--- src/rtl/ahb_wrr_arbiter.sv ---
// Weighted round-robin AHB arbiter for four masters. Tracks bursts and locked
// sequences and spends per-master credits so tenures follow programmed weights.
module ahb_wrr_arbiter #(
  parameter int unsigned N_MASTERS      = 4,
  parameter int unsigned WEIGHT_W       = 4,
  parameter int unsigned DEFAULT_MASTER = 0
) (
  input  logic                            Hclk,
  input  logic                            Hresetn,
  input  logic [N_MASTERS-1:0]            Hreq,
  input  logic [N_MASTERS-1:0]            Hlock,
  input  logic                            Hready,
  input  logic [1:0]                      Htrans,
  input  logic [2:0]                      Hburst,
  input  logic [N_MASTERS*WEIGHT_W-1:0]   cfg_weight,
  output logic [N_MASTERS-1:0]            Hgrant,
  output logic [$clog2(N_MASTERS)-1:0]    Hmaster,
  output logic [$clog2(N_MASTERS)-1:0]    Hmaster_data,
  output logic                            Hmastlock
);

  localparam int unsigned IDX_W = $clog2(N_MASTERS);
  localparam logic [IDX_W-1:0]     DEF_IDX = IDX_W'(DEFAULT_MASTER);
  localparam logic [N_MASTERS-1:0] GNT_RST = N_MASTERS'(1) << DEFAULT_MASTER;

  localparam logic [1:0] TR_IDLE   = 2'b00;
  localparam logic [1:0] TR_NONSEQ = 2'b10;
  localparam logic [1:0] TR_SEQ    = 2'b11;

  typedef enum logic [1:0] {BUS_IDLE, FIXED_BURST, INCR_BURST, LOCKED} state_e;

  state_e                              state_q, state_d;
  logic [3:0]                          cnt_q, cnt_d;
  logic [N_MASTERS-1:0][WEIGHT_W-1:0]  credit_q, credit_d;
  logic [N_MASTERS-1:0][WEIGHT_W-1:0]  w_eff;
  logic [N_MASTERS-1:0]                hgrant_q, hgrant_d;
  logic [IDX_W-1:0]                    gnt_idx_q, gnt_idx_d;
  logic [IDX_W-1:0]                    hmaster_q, hmaster_d;
  logic [IDX_W-1:0]                    hmaster_data_q, hmaster_data_d;
  logic                                hmastlock_q, hmastlock_d;

  logic acc_nonseq, acc_seq, idle_done;
  logic handover, any_req, any_cand, reload, consume, found;
  logic [N_MASTERS-1:0] cand;
  logic [IDX_W-1:0]     sel, idx;

  assign acc_nonseq = Hready && (Htrans == TR_NONSEQ);
  assign acc_seq    = Hready && (Htrans == TR_SEQ);
  assign idle_done  = Hready && (Htrans == TR_IDLE);

  always_comb begin
    state_d = state_q;
    cnt_d   = cnt_q;
    if (acc_nonseq && Hlock[hmaster_q]) begin
      state_d = LOCKED;
    end else if (acc_nonseq) begin
      case (Hburst)
        3'b000:  state_d = BUS_IDLE;
        3'b001:  state_d = INCR_BURST;
        default: begin
          state_d = FIXED_BURST;
          case (Hburst[2:1])
            2'b01:   cnt_d = 4'd3;
            2'b10:   cnt_d = 4'd7;
            default: cnt_d = 4'd15;
          endcase
        end
      endcase
    end else begin
      case (state_q)
        FIXED_BURST: begin
          if (acc_seq) begin
            cnt_d = cnt_q - 4'd1;
            if (cnt_q == 4'd1) state_d = BUS_IDLE;
          end else if (idle_done) begin
            state_d = BUS_IDLE;
            cnt_d   = '0;
          end
        end
        INCR_BURST: if (idle_done) state_d = BUS_IDLE;
        LOCKED:     if (!Hlock[hmaster_q] && idle_done) state_d = BUS_IDLE;
        default:    ;
      endcase
    end
  end

  assign handover = ((state_q == BUS_IDLE) && !acc_nonseq) ||
                    ((state_q == FIXED_BURST) && (cnt_q == 4'd1) && acc_seq) ||
                    ((state_q == INCR_BURST) && !Hreq[hmaster_q]);

  // Round-robin from Hmaster+1 over credited requesters, or over all
  // requesters when every requester is out of credit (that case reloads).
  always_comb begin
    cand  = '0;
    sel   = DEF_IDX;
    found = 1'b0;
    idx   = '0;
    for (int unsigned i = 0; i < N_MASTERS; i++) begin
      w_eff[i] = cfg_weight[i*WEIGHT_W +: WEIGHT_W];
      if (w_eff[i] == '0) w_eff[i] = WEIGHT_W'(1);
      cand[i] = Hreq[i] && (credit_q[i] != '0);
    end
    any_req  = |Hreq;
    any_cand = |cand;
    for (int unsigned k = 1; k <= N_MASTERS; k++) begin
      idx = hmaster_q + IDX_W'(k);
      if (!found && (any_cand ? cand[idx] : Hreq[idx])) begin
        sel   = idx;
        found = 1'b1;
      end
    end
  end

  assign reload  = handover && any_req && !any_cand;
  assign consume = acc_nonseq && ((hmaster_q != DEF_IDX) || Hreq[DEFAULT_MASTER]);

  always_comb begin
    for (int unsigned i = 0; i < N_MASTERS; i++) begin
      credit_d[i] = reload ? w_eff[i] : credit_q[i];
      if (consume && (hmaster_q == IDX_W'(i)) && (credit_d[i] != '0))
        credit_d[i] = credit_d[i] - WEIGHT_W'(1);
    end
  end

  always_comb begin
    hgrant_d       = hgrant_q;
    gnt_idx_d      = gnt_idx_q;
    hmaster_d      = hmaster_q;
    hmaster_data_d = hmaster_data_q;
    hmastlock_d    = hmastlock_q;
    if (handover) begin
      gnt_idx_d      = sel;
      hgrant_d       = '0;
      hgrant_d[sel]  = 1'b1;
    end
    if (Hready) begin
      hmaster_d      = gnt_idx_q;
      hmaster_data_d = hmaster_q;
      hmastlock_d    = Hlock[gnt_idx_q];
    end
  end

  always_ff @(posedge Hclk or negedge Hresetn) begin
    if (!Hresetn) begin
      state_q        <= BUS_IDLE;
      cnt_q          <= '0;
      credit_q       <= '0;
      hgrant_q       <= GNT_RST;
      gnt_idx_q      <= DEF_IDX;
      hmaster_q      <= DEF_IDX;
      hmaster_data_q <= DEF_IDX;
      hmastlock_q    <= 1'b0;
    end else begin
      state_q        <= state_d;
      cnt_q          <= cnt_d;
      credit_q       <= credit_d;
      hgrant_q       <= hgrant_d;
      gnt_idx_q      <= gnt_idx_d;
      hmaster_q      <= hmaster_d;
      hmaster_data_q <= hmaster_data_d;
      hmastlock_q    <= hmastlock_d;
    end
  end

  assign Hgrant       = hgrant_q;
  assign Hmaster      = hmaster_q;
  assign Hmaster_data = hmaster_data_q;
  assign Hmastlock    = hmastlock_q;

endmodule

--- config.mk ---
export PLATFORM = sky130hd
export DESIGN_NAME = ahb_wrr_arbiter
export DESIGN_NICKNAME = d
export VERILOG_FILES = /design/src/rtl/ahb_wrr_arbiter.sv
export SDC_FILE = /design/constraint.sdc
export NUM_CORES = 1
export LEC_CHECK = 0
export ABC_CLOCK_PERIOD_IN_PS = 7250
export CORE_MARGIN = 2
export CORE_UTILIZATION = 50
export DETAILED_ROUTE_END_ITERATION = 12
export GPL_TIMING_DRIVEN = 0
export PLACE_DENSITY_LB_ADDON = 0.15
export SLEW_MARGIN = 30
export SYNTH_ARGS = -nofsm -noshare
export SYNTH_HDL_FRONTEND = slang
export SYNTH_SLANG_ARGS = --single-unit
--- constraint.sdc ---
create_clock -name Hclk -period 7.25 [get_ports Hclk]
set_clock_uncertainty 0.1 [all_clocks]
set_input_delay 0.725 -clock Hclk [delete_from_list [all_inputs] [get_ports Hclk]]
set_output_delay 0.725 -clock Hclk [all_outputs]
set_load 0.005 [all_outputs]
Word-level counts from Yosys, hierarchy flattened --
Index checks and enable logic that the tools add are counted.
Word-level totals: flip-flop bits (word level) 33, bits in latches 0, memory bits (writable) 0, memory bits (read-only) 0, input port bits 32, word-level logic and storage cells 164, memories kept 0
Operators by class: add/sub/neg operators 8, $mul 0, div/mod/pow operators 0, magnitude comparators 7, eq/ne operators 15, shifts and indexed selects 0, mux-type cells 59, bitwise gates (word level) 1, reductions and logical operators 63
Operator list (number):
- 2-to-1 mux 4 bit | 17
- nonzero test 4 bit | 8
- logical AND 1 bit | 28
- binary-select mux 1 bit (select 2 bit) | 10
- 2-to-1 mux 2 bit | 10
- subtractor 4 x 1 -> 4 bit, second input constant | 5
- less-than comparator 2 x 3 -> 1 bit, second input constant | 6
- 2-to-1 mux 1 bit | 18
- logical NOT 4 bit | 4
- equality test 2 bit, second input constant | 7
- case mux 4 bit (2 select lines) | 1
- OR reduction 4 bit | 2
- logical NOT 1 bit | 7
- equality test 2 x 1 -> 1 bit, second input constant | 3
- logical NOT 2 bit | 3
- case mux 2 bit (3 select lines) | 1
- inequality test 5 bit, second input constant | 1
- nonzero test 5 bit | 1
- adder 2 bit, second input constant | 2
- equality test 4 x 1 -> 1 bit, second input constant | 1
- inequality test 4 bit, second input constant | 1
- case mux 2 bit (2 select lines) | 1
- AND reduction 4 bit | 1
- nonzero test 2 bit | 2
- 11 further kinds | 13

Longest topological paths before layout --
Gate-level depths: netlist of the first run.
depth in word-level cells 19, depth in mapped cells 12, depth with buffers taken out 11

Worst setup path before layout of the first run --
Ideal clock, no wire load.
path type input -> register, start point input port Hreq[3], end point register credit_q[15] (netlist name), library setup time 0.128 ns, arrival 2.728 ns, slack 4.294 ns, cell stages on the path 9, path buffers 1, cells stage by stage mux4_2 > nand2b_4 > a211oi_4 > buf_6 > mux2i_1 > ha_1 > a21oi_2 > nand4_1 > xor2_1
RTL lines:
- from (decl) | line 10 | input logic [N_MASTERS-1:0] Hreq,
- to (signal assigned) | line 156 | credit_q <= credit_d;
- to (decl) | line 34 | logic [N_MASTERS-1:0][WEIGHT_W-1:0] credit_q, credit_d;

==> flow_metrics.tcl, run 1 <==
set metrics [dict create \
    synth_compound_area_frac 0.193 \
    cts_tree "yes" \
    p_total_w 0.00115 \
    rsz0062_at_grt "no" \
    dieWidth_um 76.4 \
    holdBufCountCts 0 \
    relSlewSlack 0.567 \
    setup_viol 0 \
    grt_pass1_wl_mm 9.54 \
    wl_mm 5.64 \
    synth_area_leaders "dfrtp_1, mux2i_1, ha_1, nand2_1, mux2_2" \
    clkSinkCount 33 \
    hpwlAfterDp_mm 4.40 \
    initial_core_util 0.516 \
    grt_overflow 0 \
    drt_pre_antenna_iters 4 \
    clk_latency_ns 0.28 \
    synthXorXnorAreaFrac 0.0401 \
    tightest_slew_ns 0.650 \
    regArea_um2 827 \
    routed_via_density 5.56 \
    clockBufferDepth 2 \
    cp-end-kind "register" \
    worst-path-max-fanout 10 \
    hold_viol 0 \
    avgRoutedWirePerCell_um 15.2 \
    multi_input_area_mm2 0.00164 \
    fin_setup_tns_ns 0 \
    syn_area_mm2 0.00262 \
    maxCapViolations 0 \
    postRouteAntennaNets 0 \
    hold_path.class "input port to asynchronous set/reset pin" \
    rows 26 \
    dpl_cell_area_mm2 0.00312 \
    track_usage 0.201 \
    ys_warn_count 0 \
    drive_above_1_share 0.182 \
    synthSimpleGateAreaFrac 0.160 \
    final_area_mm2 0.00322 \
    clk_pin_slew_worst_paths_ns 0.07 \
    synth_top_area_cell "dfrtp_1" \
    irDropWorstVdd_uv 229 \
    async_flop_share 1.00 \
    syn2layout_area_growth_pct 23.0 \
    fin_ws_ns 3.62 \
    yosys_register_bits 33 \
    antenna_cells 0 \
    drc 0 \
    clockRootBuffer "clkbuf_8" \
    syn_area_per_cell_um2 10.3 \
    dp_slack_ns 3.30 \
    fill_cells 444 \
    grt_max_degree 24 \
    die_area_mm2 0.00584 \
    cts.repair.resized 0 \
    finalCritPeriodShare 0.501 \
    slew_violations 0 \
    synth_adder_area_share 0.0716 \
    die_h_um 76.4 \
    dr_total_vias 2070 \
    post_cts_buffers 0 \
    yosysUniqueCellTypes 66 \
    ys.flop_type "dfrtp_1" \
    synth_top_cell_area_share 0.306 \
    drt_iter0_markers 58 \
    core_area_mm2 0.00507 \
    port_buffers 39 \
    synth.mux.area_fraction 0.161 \
    synth_top_family_by_area "compound AO/OA/AOI/OAI gates" \
    pin_count 41 \
    period_minus_slack_ns 3.63 \
    layout_commonest_cell "clkdlybuf4s50_1" \
    cts-htree-levels 2 \
    final_nets 348 \
    critPathKind "input port to register" \
    grt_pass1_vias 2100 \
    ys_seq_area_frac 0.316 \
    powerDensity_mw_per_mm2 357 \
    gp_congestion 0.855 \
    worstPathArrival_ns 3.70 \
    layout_common_cells "clkdlybuf4s50_1, dfrtp_1, nand2_1" \
    netlist_instances 254 \
    synth_edf_count 0 \
    cp-start-kind "input port" \
    status "complete, no violations" \
    regToRegSetupSlack_ns 3.99 \
    power.leakage_nw 1.31 \
    antenna_found_initial 0 \
    syn_nets 301 \
    fmax_mhz 275 \
    cts_buffers 5 \
    cp.required_ns 7.31 \
]
-- final cells by class --
type / count / area share
multi-input combinational: 196 / 0.510
buffer: 10 / 0.0291
inverter: 15 / 0.0175
timing repair buffer: 40 / 0.128
clock buffer: 7 / 0.0299
tap: 70 / 0.0272
sequential: 33 / 0.257
clock inverter: 1 / 0.00155
-- Yosys cell counts, drive strengths merged, types with 3 or more instances --
| master | count |
|---|---|
| o41ai | 6 |
| nor3 | 6 |
| nand4 | 7 |
| inv | 15 |
| xor2 | 8 |
| o22ai | 3 |
| mux4 | 6 |
| a211oi | 5 |
| and3 | 4 |
| dfrtp | 32 |
| nand2 | 26 |
| nor2 | 20 |
| xnor2 | 4 |
| o21ai | 13 |
| mux2i | 19 |
| ha | 15 |
| clkbuf | 4 |
| nand2b | 4 |
| buf | 5 |
| a21oi | 8 |
| mux2 | 8 |
-- worst paths after layout --
| check | to | startpoint | depth (start not counted) |
|---|---|---|---|
| setup / recovery | credit_q[3]$_DFF_PN0_ | Hreq[0] | 10 |
| hold / removal | credit_q[3]$_DFF_PN0_ | Hresetn | 1 |
| setup reg to reg | credit_q[3]$_DFF_PN0_ | credit_q[12]$_DFF_PN0_ | 9 |
| hold reg to reg | Hgrant[3]$_DFFE_PN0N_ | Hgrant[3]$_DFFE_PN0N_ | 2 |
| max in group asynchronous | Hgrant[0]$_DFFE_PN1N_ | Hresetn | 2 |
| min in group Hclk | Hgrant[3]$_DFFE_PN0N_ | Hgrant[3]$_DFFE_PN0N_ | 2 |
-- worst max-delay path, cell delays in order --
cell and delay (ns):
clkdlybuf4s50_1 0.60, mux4_2 0.55, nand2b_4 0.18, a211oi_4 0.44, buf_6 0.24, mux2i_1 0.13, ha_1 0.25, a21oi_2 0.24
nand4_1 0.15, xor2_1 0.18
-- state kept, by name (all words and copies together), names as in the netlist --
| register | count |
|---|---|
| Hmaster_data | 2 |
| Hmaster | 2 |
| state_q | 2 |
| Hmastlock | 1 |
| Hgrant | 4 |
| gnt_idx_q | 2 |
| cnt_q | 4 |
| credit_q | 16 |
-- metrics by stage --
step	std cells	util	hold WS (ns)
global placement	363	0.610	0.365
detailed placement	364	0.615	0.377
floorplan	254	-	0.329
CTS	372	0.635	0.234
finish	372	0.635	0.226
global route	372	0.635	0.235
-- layer usage --
layer / routed length, µm / track usage
met5: 0 / 0
met4: 46 / 0.0473
met3: 198 / 0.0474
met2: 2740 / 0.337
met1: 2660 / 0.264
-- power by group --
part / internal, W / switching [W] / total (W)
Clock: 0.0000859 / 0.0000704 / 0.000156
Sequential: 0.000276 / 0.0000922 / 0.000368
Combinational: 0.000321 / 0.000306 / 0.000627
Total: 0.000683 / 0.000469 / 0.00115
-- logic make-up (layout without fill, tap and decap cells) --
family,after synthesis,after routing
AO/OA/AOI/OAI,55,55
XOR/XNOR,12,12
adder cells (fa/ha/maj),15,15
buffers and inverters,25,73
flip-flops,33,33
multiplexers,33,33
AND/OR/NAND/NOR,81,81
(Power assumes the default switching activity.)
==> run 2, diff against run 1 <==
Settings changed: ABC_CLOCK_PERIOD_IN_PS 7250 to 3550.
Clock period 7.25 ns to 3.55 ns, I/O delays scaled along.
==> flow_metrics.tcl, run 2 (same netlist as run 1, synthesis figures left out) <==
set metrics [dict create \
    dieWidth_um 76.4 \
    hold_viol 0 \
    clk_latency_ns 0.28 \
    grt_max_degree 24 \
    cts_tree "yes" \
    reg2reg_depth 9 \
    post_cts_buffers 0 \
    max_stage_delay_ns 0.61 \
    drt_pre_antenna_iters 4 \
    postRouteAntennaNets 0 \
    grt_overflow 0 \
    fmax_mhz 306 \
    die_h_um 76.4 \
    initial_core_util 0.516 \
    antenna_found_initial 0 \
    grt_pass1_vias 2102 \
    powerDensity_mw_per_mm2 728 \
    fill_cells 443 \
    cp-end-kind "register" \
    wl_mm 5.65 \
    fin_util 0.637 \
    dpl_cell_area_mm2 0.00312 \
    top_register "credit_q" \
    status "complete, no violations" \
    critPathKind "register to register" \
    gp_congestion 0.855 \
    final_area_mm2 0.00323 \
    maxCapViolations 0 \
    track_usage 0.201 \
    holdBufCountCts 1 \
    regToRegSetupSlack_ns 0.29 \
    power.leakage_nw 1.31 \
    endpoint "credit_q[3]$_DFF_PN0_" \
    worst-path-max-fanout 10 \
    antenna_cells 0 \
    drc 0 \
    rows 26 \
    setup_viol 0 \
    critical-path-slowest-cell "o41ai_4" \
    avgRoutedWirePerCell_um 15.1 \
    rsz0062_at_grt "no" \
    regArea_um2 827 \
    routed_via_density 5.58 \
    cts.repair.resized 0 \
    die_area_mm2 0.00584 \
    irDropWorstVdd_uv 467 \
    period_minus_slack_ns 3.26 \
    relSlewSlack 0.573 \
    multi_input_area_mm2 0.00164 \
    clockRootBuffer "clkbuf_8" \
    grt_pass1_wl_mm 9.54 \
    pin_count 41 \
    slew_violations 0 \
    finalCritPeriodShare 0.919 \
    port_buffers 39 \
    largest_reg_flops 16 \
    r2r_end "credit_q[3]$_DFF_PN0_" \
    layout_common_cells "clkdlybuf4s50_1, dfrtp_1, nand2_1" \
    hpwlAfterDp_mm 4.40 \
    drt_iter0_markers 60 \
    dp_slack_ns -0.0324 \
    fin_setup_tns_ns 0 \
    syn2layout_area_growth_pct 23.4 \
    dr_total_vias 2080 \
    cp.required_ns 3.61 \
    worstPathArrival_ns 3.33 \
    cts_buffers 5 \
    layout_commonest_cell "clkdlybuf4s50_1" \
    tightest_slew_ns 0.640 \
    drive_above_1_share 0.182 \
    clockBufferDepth 2 \
    hold_path.class "input port to asynchronous set/reset pin" \
    final_nets 349 \
    worst_r2r_startpoint "credit_q[12]$_DFF_PN0_" \
    clkSinkCount 33 \
    clk_pin_slew_worst_paths_ns 0.08 \
    crit_chain "o41ai_4, nand4_2, a211oi_4, buf_6, mux2i_1, ha_1, a21oi_2, nand4_1, xor2_1" \
    core_area_mm2 0.00507 \
    crit_path_start "credit_q[12]$_DFF_PN0_" \
    timing.hold.ws_ns 0.389 \
    cp-start-kind "register" \
    fin_ws_ns 0.286 \
    cts-htree-levels 2 \
]
[run 2: cell count changes in the layout (fill, tap and decap cells not counted)]
cell,change
dlygate4sd3_1,+1
[run 2: worst min path at each step]
stage                          start               endpoint  slack [ns]  cells past startpoint
6_report                     Hresetn  credit_q[3]$_DFF_PN0_        0.39                      2
5_1_grt         cnt_q[1]$_DFFE_PN0P_   cnt_q[1]$_DFFE_PN0P_        0.41                      1
4_1_cts        Hgrant[3]$_DFFE_PN0N_  Hgrant[3]$_DFFE_PN0N_        0.39                      2
3_5_place_dp                 Hresetn  credit_q[0]$_DFF_PN0_        0.17                      1
3_3_place_gp    cnt_q[1]$_DFFE_PN0P_   cnt_q[1]$_DFFE_PN0P_        0.37                      1
2_1_floorplan                Hresetn  Hgrant[1]$_DFFE_PN0N_       -0.04                      0
[run 2: layer usage]
layer / track usage / vias to the layer above / routed length [µm]
met5: 0 / - / 0
met4: 0.0473 / 0 / 65
met3: 0.0474 / 10 / 195
met2: 0.337 / 36 / 2720
met1: 0.264 / 999 / 2660
li1: - / 1035 / -
[run 2: through the flow]
stage | total power (W) | std cells
after floorplan | 0.00168 | 254
after global placement | 0.00199 | 363
after detailed placement | 0.00204 | 364
after CTS | 0.00237 | 373
after global routing | 0.00255 | 373
final | 0.00235 | 373
[run 2: where the power goes]
part / switching [W] / leakage, nW / internal [W]
clock network: 0.000144 / 0.0542 / 0.000175
registers: 0.000188 / 0.399 / 0.000563
logic: 0.000625 / 0.861 / 0.000657
total: 0.000957 / 1.31 / 0.00139
[run 2: final cells by class]
class | instances | share of cell area
sequential | 33 | 0.256
buffer | 10 | 0.0290
multi-input combinational | 196 | 0.508
clock inverter | 1 | 0.00155
inverter | 15 | 0.0174
clock buffer | 7 | 0.0298
tap | 70 | 0.0271
timing repair buffer | 41 | 0.131
[run 2: critical path: cells and delay by family, from the launching register on]
| family | cells | cell delay (ns) |
|---|---|---|
| adders and majority gates | 1 | 0.25 |
| xor gates and xnor gates | 1 | 0.18 |
| muxes | 1 | 0.13 |
| buffers and inverters | 1 | 0.24 |
| DFF | 1 | 0.42 |
| AOI/OAI and AO/OA | 3 | 1.36 |
| and+or+nand+nor | 2 | 0.46 |
